--- src/rtl/svga_pkg.sv ---
// Shared constants for the 800x600 framebuffer path: display timing, line fetch
// geometry, FIFO sizing and the arbiter state encoding.
package svga_pkg;

  localparam int H_VISIBLE = 800;
  localparam int H_FRONT   = 40;
  localparam int H_SYNC    = 128;
  localparam int H_BACK    = 88;
  localparam int H_TOTAL   = H_VISIBLE + H_FRONT + H_SYNC + H_BACK;
  localparam int V_VISIBLE = 600;
  localparam int V_FRONT   = 1;
  localparam int V_SYNC    = 4;
  localparam int V_BACK    = 23;
  localparam int V_TOTAL   = V_VISIBLE + V_FRONT + V_SYNC + V_BACK;

  // One 16-bit framebuffer word carries four 4-bpp pixels.
  localparam int PIX_PER_WORD      = 4;
  localparam int LINE_WORDS_DEF    = H_VISIBLE / PIX_PER_WORD;
  localparam int FIFO_DEPTH_DEF    = 16;
  localparam int HOST_MAX_WAIT_DEF = 8;

  typedef enum logic [1:0] {
    ST_IDLE  = 2'd0,
    ST_FETCH = 2'd1,
    ST_WRITE = 2'd2
  } arb_state_e;

endpackage

--- src/rtl/svga_word_fifo.sv ---
// Synchronous pixel-word FIFO with flush; head word is visible combinationally
// and reads as zero while empty.
module svga_word_fifo #(
  parameter int DATA_W = 16,
  parameter int DEPTH  = 16,
  localparam int PTR_W = $clog2(DEPTH),
  localparam int CNT_W = PTR_W + 1
) (
  input  logic              clk,
  input  logic              reset,
  input  logic              flush_i,
  input  logic              push_i,
  input  logic [DATA_W-1:0] push_data_i,
  input  logic              pop_i,
  output logic [DATA_W-1:0] head_o,
  output logic [CNT_W-1:0]  count_o,
  output logic              empty_o
);

  logic [DATA_W-1:0] mem_q [DEPTH];
  logic [PTR_W-1:0]  wr_ptr_q;
  logic [PTR_W-1:0]  rd_ptr_q;
  logic [CNT_W-1:0]  count_q;
  logic              do_push;
  logic              do_pop;

  // Flush takes precedence over any push or pop landing on the same edge.
  assign do_push = push_i && !flush_i && (count_q != CNT_W'(DEPTH));
  assign do_pop  = pop_i && !flush_i && (count_q != '0);

  always_ff @(posedge clk) begin
    if (do_push) begin
      mem_q[wr_ptr_q] <= push_data_i;
    end
  end

  always_ff @(posedge clk or posedge reset) begin
    if (reset) begin
      wr_ptr_q <= '0;
      rd_ptr_q <= '0;
      count_q  <= '0;
    end else if (flush_i) begin
      wr_ptr_q <= '0;
      rd_ptr_q <= '0;
      count_q  <= '0;
    end else begin
      if (do_push) wr_ptr_q <= wr_ptr_q + 1'b1;
      if (do_pop)  rd_ptr_q <= rd_ptr_q + 1'b1;
      case ({do_push, do_pop})
        2'b10:   count_q <= count_q + 1'b1;
        2'b01:   count_q <= count_q - 1'b1;
        default: count_q <= count_q;
      endcase
    end
  end

  assign empty_o = (count_q == '0);
  assign count_o = count_q;
  assign head_o  = empty_o ? '0 : mem_q[rd_ptr_q];

endmodule

--- src/rtl/svga_fb_arbiter.sv ---
// Single-port framebuffer arbiter: interleaves display line prefetch into a
// pixel FIFO with host writes, bounding host wait to HOST_MAX_WAIT cycles.
module svga_fb_arbiter
  import svga_pkg::*;
#(
  parameter int ADDR_W        = 16,
  parameter int DATA_W        = 16,
  parameter int LINE_WORDS    = LINE_WORDS_DEF,
  parameter int FIFO_DEPTH    = FIFO_DEPTH_DEF,
  parameter int HOST_MAX_WAIT = HOST_MAX_WAIT_DEF
) (
  input  logic              clk,
  input  logic              reset,
  input  logic              line_start,
  input  logic [ADDR_W-1:0] line_base,
  input  logic              pix_rd,
  output logic [DATA_W-1:0] pix_data,
  output logic              pix_empty,
  output logic              underrun,
  input  logic              host_req,
  input  logic [ADDR_W-1:0] host_addr,
  input  logic [DATA_W-1:0] host_wdata,
  output logic              host_ack,
  output logic [ADDR_W-1:0] ram_addr,
  output logic [DATA_W-1:0] ram_wdata,
  output logic              ram_we,
  output logic              ram_re,
  input  logic [DATA_W-1:0] ram_rdata,
  output logic [1:0]        dbg_state
);

  localparam int REM_W  = $clog2(LINE_WORDS + 1);
  localparam int WAIT_W = $clog2(HOST_MAX_WAIT + 1);
  localparam int CNT_W  = $clog2(FIFO_DEPTH) + 1;

  arb_state_e        state_q, state_d;
  logic [ADDR_W-1:0] fetch_addr_q;
  logic [REM_W-1:0]  remaining_q;
  logic [WAIT_W-1:0] wait_cnt_q, wait_cnt_d;
  logic              rd_pend_q;
  logic              underrun_q;
  logic              ram_re_q, ram_we_q, host_ack_q;
  logic [ADDR_W-1:0] ram_addr_q;
  logic [DATA_W-1:0] ram_wdata_q;
  logic [CNT_W-1:0]  fifo_count;
  logic              fifo_empty;
  logic [CNT_W:0]    occupancy;
  logic              host_pend;
  logic              fetch_ok;

  // Host handshake: host_req/host_addr/host_wdata are held until host_ack, a
  // one-cycle pulse coinciding with ram_we; the req still high during that
  // ack cycle is not treated as a new request.
  always_comb begin
    host_pend  = host_req && !host_ack_q;
    // Reads issued but not yet in the FIFO reserve a slot so a push never overflows.
    occupancy  = {1'b0, fifo_count} + (CNT_W+1)'(ram_re_q) + (CNT_W+1)'(rd_pend_q);
    fetch_ok   = !line_start && (remaining_q != '0) &&
                 (occupancy < (CNT_W+1)'(FIFO_DEPTH));
    state_d    = ST_IDLE;
    if (host_pend && (wait_cnt_q == WAIT_W'(HOST_MAX_WAIT))) begin
      state_d = ST_WRITE;
    end else if (fetch_ok) begin
      state_d = ST_FETCH;
    end else if (host_pend) begin
      state_d = ST_WRITE;
    end
    wait_cnt_d = wait_cnt_q;
    if (!host_pend || (state_d == ST_WRITE)) begin
      wait_cnt_d = '0;
    end else if (wait_cnt_q != WAIT_W'(HOST_MAX_WAIT)) begin
      wait_cnt_d = wait_cnt_q + 1'b1;
    end
  end

  always_ff @(posedge clk or posedge reset) begin
    if (reset) begin
      state_q      <= ST_IDLE;
      wait_cnt_q   <= '0;
      fetch_addr_q <= '0;
      remaining_q  <= '0;
      rd_pend_q    <= 1'b0;
      underrun_q   <= 1'b0;
      ram_re_q     <= 1'b0;
      ram_we_q     <= 1'b0;
      host_ack_q   <= 1'b0;
      ram_addr_q   <= '0;
      ram_wdata_q  <= '0;
    end else begin
      state_q    <= state_d;
      wait_cnt_q <= wait_cnt_d;
      ram_re_q   <= (state_d == ST_FETCH);
      ram_we_q   <= (state_d == ST_WRITE);
      host_ack_q <= (state_d == ST_WRITE);
      // A read still in the RAM pipeline when a new line starts is dropped.
      rd_pend_q  <= ram_re_q && !line_start;
      if (state_d == ST_WRITE) begin
        ram_addr_q  <= host_addr;
        ram_wdata_q <= host_wdata;
      end else if (state_d == ST_FETCH) begin
        ram_addr_q  <= fetch_addr_q;
      end
      if (line_start) begin
        fetch_addr_q <= line_base;
        remaining_q  <= REM_W'(LINE_WORDS);
      end else if (state_d == ST_FETCH) begin
        fetch_addr_q <= fetch_addr_q + 1'b1;
        remaining_q  <= remaining_q - 1'b1;
      end
      if (pix_rd && fifo_empty) begin
        underrun_q <= 1'b1;
      end
    end
  end

  svga_word_fifo #(
    .DATA_W (DATA_W),
    .DEPTH  (FIFO_DEPTH)
  ) u_fifo (
    .clk         (clk),
    .reset       (reset),
    .flush_i     (line_start),
    .push_i      (rd_pend_q),
    .push_data_i (ram_rdata),
    .pop_i       (pix_rd),
    .head_o      (pix_data),
    .count_o     (fifo_count),
    .empty_o     (fifo_empty)
  );

  assign pix_empty = fifo_empty;
  assign underrun  = underrun_q;
  assign host_ack  = host_ack_q;
  assign ram_re    = ram_re_q;
  assign ram_we    = ram_we_q;
  assign ram_addr  = ram_addr_q;
  assign ram_wdata = ram_wdata_q;
  assign dbg_state = state_q;

endmodule

--- config.mk ---
export PLATFORM = sky130hd
export DESIGN_NAME = svga_fb_arbiter
export DESIGN_NICKNAME = d
export VERILOG_FILES = /design/src/rtl/svga_pkg.sv /design/src/rtl/svga_word_fifo.sv /design/src/rtl/svga_fb_arbiter.sv
export SDC_FILE = /design/constraint.sdc
export NUM_CORES = 1
export LEC_CHECK = 0
export CAP_MARGIN = 20
export CELL_PAD_IN_SITES_DETAIL_PLACEMENT = 1
export CELL_PAD_IN_SITES_GLOBAL_PLACEMENT = 1
export CORE_MARGIN = 5
export CORE_UTILIZATION = 45
export CTS_BUF_LIST = sky130_fd_sc_hd__clkbuf_8 sky130_fd_sc_hd__clkbuf_16
export DETAILED_ROUTE_END_ITERATION = 10
export GPL_ROUTABILITY_DRIVEN = 0
export GPL_TIMING_DRIVEN = 0
export PLACE_DENSITY_LB_ADDON = 0.1
export SYNTH_ARGS = -nofsm -noshare
export SYNTH_HDL_FRONTEND = slang
export SYNTH_SLANG_ARGS = --single-unit
--- constraint.sdc ---
create_clock -name clk -period 5.1 [get_ports clk]
set_clock_uncertainty 0.1 [all_clocks]
set_input_delay 0.51 -clock clk [delete_from_list [all_inputs] [get_ports clk]]
set_output_delay 0.51 -clock clk [all_outputs]
set_load 0.005 [all_outputs]
======== Yosys cells after proc, flatten, opt, wreduce, memory -nomap -nowiden ========
Memories as Yosys holds them, arrays and structs flattened.
Cells that the tools add are included.
storage, ports and cells
  register bits after elaboration ......... 79
  bits in writable memories ............... 256
  word-level logic and storage cells ...... 74
  input port bits ......................... 69
  memories kept ........................... 1
operators by class
  reductions and logical operators ........ 23
  equal/unequal tests ..................... 7
  add/sub/neg operators ................... 9
  $lt $le $gt $ge ......................... 1
  mux-type cells .......................... 20
memory list
  memory        words  width  rd ports  clocked after Yosys merged registers in  write ports  line                  text
  u_fifo.mem_q  16     16     1         0                                        1            svga_word_fifo.sv:20  logic [DATA_W-1:0] mem_q [DEPTH];
operator list
  operator                                                              count
  16-bit two-way mux                                                    5
  4-bit two-way mux                                                     6
  16-bit by 1-bit adder with 16-bit output, second input constant       1
  8-bit two-way mux                                                     2
  4-bit by 1-bit adder with 4-bit output, second input constant         3
  1-bit logical AND                                                     10
  5-bit case mux with 2 select lines                                    1
  2-bit nonzero test                                                    5
  8-bit nonzero test                                                    1
  8-bit by 1-bit subtractor with 8-bit output, second input constant    1
  5-bit by 1-bit adder with 6-bit output                                1
  6-bit by 1-bit adder with 6-bit output                                1
  6-bit by 5-bit < comparator with 1-bit output, second input constant  1
  2-bit two-way mux                                                     3
  5-bit by 1-bit adder with 5-bit output, second input constant         1
  5-bit zero test                                                       1
  5-bit two-way mux                                                     1
  5-bit != test, second input constant                                  1
  5-bit nonzero test                                                    1
  5-bit by 1-bit subtractor with 5-bit output, second input constant    1
  2-bit by 1-bit == test with 1-bit output, second input constant       2
  2-bit == test, second input constant                                  2
  4-bit == test, second input constant                                  1
  4-bit != test, second input constant                                  1
  other kinds (4)                                                       7

======== Logic depth before layout (Yosys ltp) ========
  word-level depth ........................ 9
  mapped depth ............................ 14
  gate-level depth less buffers ........... 12

======== Modules after synthesis ========
A second synthesis with hierarchy kept.
second synthesis, totals
  cell total of the unflattened synthesis .. 783
  area, all modules ....................... 13940.9 µm²
modules (own cells, without submodules)
  module           area an instance (µm²)  cells each  seq. area each (µm²)  instances
  svga_word_fifo   10837.9                 491         8012.7                1
  svga_fb_arbiter  3103.0                  292         1651.6                1

======== Worst setup path after synthesis ========
Ideal clock, no wire load.
  path kind ............................... register to register
  start point ............................. register remaining_q[2]
  end point ............................... register fetch_addr_q[15]
  path slack .............................. 2.191 ns
  clock period less this slack ............ 2.909 ns
  stages on the path, launching flop included .. 14
  arrival ................................. 2.678 ns
  data required time ...................... 4.869 ns
  cell sequence ........................... dfrtp_1 > or4_4 > nor4b_1 > nor4_1 > o21ai_1 > inv_1 > ha_1 > buf_2 > and4_1 > and3_1 > clkbuf_1 > nand4_1 > xor2_1 > o21ai_1
on the way
  cells in the longest elaborated chain, start to end .. 7
ends and longest elaborated chain
  element                                   line                    text
  start, declared                           svga_fb_arbiter.sv:38   logic [REM_W-1:0] remaining_q;
  start signal, assigned                    svga_fb_arbiter.sv:105  remaining_q <= REM_W'(LINE_WORDS);
  start signal, assigned                    svga_fb_arbiter.sv:108  remaining_q <= remaining_q - 1'b1;
  8-bit nonzero test                        svga_fb_arbiter.sv:58   fetch_ok = !line_start && (remaining_q != '0) &&
  1-bit logical AND (2 in series)           svga_fb_arbiter.sv:58
  2-bit two-way mux                         svga_fb_arbiter.sv:63   end else if (fetch_ok) begin
  2-bit two-way mux                         svga_fb_arbiter.sv:61   if (host_pend && (wait_cnt_q == WAIT_W'(HOST_MAX_WAIT))) begin
  net state_d[0]                            svga_fb_arbiter.sv:36   arb_state_e state_q, state_d;
  2-bit by 1-bit == test with 1-bit output  svga_fb_arbiter.sv:106  end else if (state_d == ST_FETCH) begin
  2-bit nonzero test (no line)              n/a
  end signal, assigned                      svga_fb_arbiter.sv:104  fetch_addr_q <= line_base;
  end signal, assigned                      svga_fb_arbiter.sv:107  fetch_addr_q <= fetch_addr_q + 1'b1;
  end, declared                             svga_fb_arbiter.sv:37   logic [ADDR_W-1:0] fetch_addr_q;
The timed path passes the listed nets, and every way through them passes these cells.
A chain may end at the register's enable or synchronous reset.

======== Worst setup path after layout ========
  start point ............................. register u_fifo.rd_ptr_q[1]
  end point ............................... output pix_data[3]
on the way
  cells in the longest elaborated chain, start to end .. 2
ends and longest elaborated chain
  element                 line                   text
  start, declared         svga_word_fifo.sv:22   logic [PTR_W-1:0] rd_ptr_q;
  start signal, assigned  svga_word_fifo.sv:48   if (do_pop) rd_ptr_q <= rd_ptr_q + 1'b1;
  memory 16 x 16 bit      n/a
  16-bit two-way mux      svga_word_fifo.sv:59   assign head_o = empty_o ? '0 : mem_q[rd_ptr_q];
  end, declared           svga_fb_arbiter.sv:17  output logic [DATA_W-1:0] pix_data,
No other way between the ends.

==> reports/metrics.cfg <==
[hold_path]
min_path_type=in -> async

[timing]
setup_viol=0
finalSetupTns_ns=0
finalCritPeriodShare_pct=76.3
grt_setup_unrepaired=false
finalHoldViolCount=0
fin_crit_ns=3.89
fmaxAchievable_ghz=0.257
slew_headroom_pct=30.3
maxSlewViolCount=0
tightest_slew_ns=1.04

[logic_synthesis]
synth_top_area_cell=edfxtp_1
synth_enable_flop_cells=256
synth_flop_cell=edfxtp_1
synth.distinct_cells=44
synth-seq-area-share_pct=71.0
synth_area_leaders=edfxtp_1, dfrtp_1, mux4_2, mux2i_1, ha_1
async_flop_share_pct=23.6
synth_seq_cells=335
synth_area_um2=13600
ys_warn_count=0
syn_nets=863
synth_most_common_cell=edfxtp_1
syn_area_per_cell_um2=17.5
synth_common_cells=edfxtp_1, dfrtp_1, mux4_2, mux2i_1, nand2_1
synthCells=778
synth_top_area_share_pct=56.5

[critical_path]
arrival_ns=3.28
critPathMaxFanout=10
cp-end-kind=primary output
crit_required_ns=4.49
reg2reg_slack_ns=1.75
cp-start-kind=register
crit_type=reg -> out

[die]
initial_core_util_pct=45.8
die_x_um=184
core_area_um2=29700
fp-row-count=63
boundaryPins=124
die_h_um=184
die-area_um2=33800

[pwr]
clock_power_share_pct=32.7
p_comb_share_pct=25.0
p_int_uw=5690
switching_share_pct=26.6
p_sw_uw=2060
irDropWorstVdd_v=0.000231
pwr-share-seq_pct=42.3
leakage_uw=0.00575
power_density_nw_per_um2=460

[global_routing]
grt_max_degree=72
antenna_found_initial=0
overflow=0
first_global_vias=8366
grt_usage_pct=20.0
grt_pass1_wl_mm=51.2

[cts]
cts_setup_buffers=0
cts_max_level=2
clkTransAtPathRegs_ns=0.06
cts_buffer_depth=3
cts_resized=0
root_buffer=clkbuf_16
clk-insertion-delay-late_ns=0.50
cts_tree=built
cts-buffers-inserted=36
hold_buffers=0
cts.sinks=335

[placed_design]
dp_hpwl_mm=23.8
placed_area_um2=15700
io_buffers=122

[status]
status=finished, final reports clean

[route]
viasPerCell=5.51
wl_mm=33.6
drc_errors=0
vias=7568
first_pass_iters=5
drt-initial-drc-count=515
final_antenna_net_count=0
wl_per_cell_um=24.5

[finish]
area_growth_syn_to_layout_pct=23.7
design_area_um2=16800
fin_nets=1044
diodes=0
nFillCells=2709
drive_above_1_share_pct=19.6

[flow_run]
cap_viol_max_count=0

[cell usage in the layout (no fill, tap or decap), drive strengths merged, types with 2 or more instances in the layout]
master         instances
a211oi                 2
a31oi                  2
clkbuf                59
nor4                   3
and3                   4
nand3                 11
nand4                  4
mux2                  21
inv                   24
o21ai                 37
nand2                 49
nor3                   8
nand3b                 2
xor2                  20
a21o                   4
or4                    2
edfxtp               256
clkinvlp               2
clkdlybuf4s50        122
ha                    15
or3b                   2
xnor2                 10
clkinv                 9
bufinv                 3
mux2i                 49
a21oi                  8
nand2b                 7
dfrtp                 79
o22ai                 17
or3                    3
mux4                  64
nor2                  37
buf                   41
[sequential cells by signal (all words and copies together) (netlist names)]
register and count:
fetch_addr_q 16, u_fifo.wr_ptr_q 4, ram_re 1, ram_wdata 16
underrun 1, u_fifo.mem_q 256, wait_cnt_q 4, remaining_q 8
u_fifo.count_o 5, ram_addr 16, u_fifo.rd_ptr_q 4, host_ack 1
dbg_state 2, rd_pend_q 1
[metal layers]
layer / wire [um] / vias up / GRT usage [%]
met5: 0 / - / 0
met4: 646 / 0 / 4.70
met3: 1490 / 39 / 3.38
met2: 17500 / 206 / 34.9
met1: 14000 / 3959 / 26.5
li1: - / 3364 / -
[cells by family (layout without fill, tap and decap cells)]
family / count (synthesis) / after routing / share of synthesized area [%]
AOI/OAI and AO/OA: 71 / 71 / 2.96
xor gates and xnor gates: 30 / 30 / 1.93
adders and majority gates: 16 / 16 / 1.53
buffers and inverters: 55 / 260 / 1.78
DFF: 335 / 335 / 71.0
muxes: 134 / 134 / 15.9
and+or+nand+nor: 137 / 137 / 4.85
[critical path, stage by stage (launching register included)]
cell and delay, ns:
dfrtp_1 0.40, buf_2 0.31, clkbuf_1 0.68, mux4_2 0.36
mux2i_1 0.07, o22ai_1 0.36, clkdlybuf4s50_1 0.59
[final timing paths]
kind,startpoint,endpoint,depth (start not counted)
worst max register to register,rd_pend_q,fetch_addr_q[15],14
worst max-delay path,u_fifo.rd_ptr_q[1],pix_data[3],6
min in group clk,pix_rd,underrun,2
worst min-delay path,reset,u_fifo.count_o[3],2
max in group asynchronous,reset,ram_wdata[7],3
worst min register to register,underrun,underrun,1
[through the flow]
stage / hold WS, ns / cells / setup slack [ns] / power, uW / util (%)
5_1_grt: 0.159 / 1373 / 1.09 / 8120 / 56.7
3_5_place_dp: 0.351 / 1311 / 1.26 / 5300 / 52.8
4_1_cts: 0.141 / 1373 / 1.10 / 7860 / 56.7
2_1_floorplan: 0.351 / 778 / 2.19 / 4360 / -
3_3_place_gp: 0.347 / 1290 / 0.363 / 5220 / 51.5
6_report: 0.155 / 1373 / 1.21 / 7750 / 56.7
[cell type report]
class | instances | area (um2) | share of cell area [%]
Tap cell | 390 | 488 | 2.90
Sequential cell | 335 | 9660 | 57.4
Clock buffer | 39 | 976 | 5.80
Multi-Input combinational cell | 388 | 3750 | 22.3
Buffer | 40 | 186 | 1.11
Timing Repair Buffer | 143 | 1530 | 9.11
Inverter | 15 | 58.8 | 0.349
Clock inverter | 23 | 179 | 1.06
[power groups by stage]
stage | Combinational, uW | Clock [uW] | Sequential (uW)
2_1_floorplan | 1060 | 0 | 3300
3_3_place_gp | 1910 | 0 | 3310
3_5_place_dp | 1970 | 0 | 3330
4_1_cts | 1990 | 2600 | 3280
5_1_grt | 2100 | 2720 | 3300
6_report | 1940 | 2530 | 3280
Note: power is estimated with default switching activity, not from simulation.
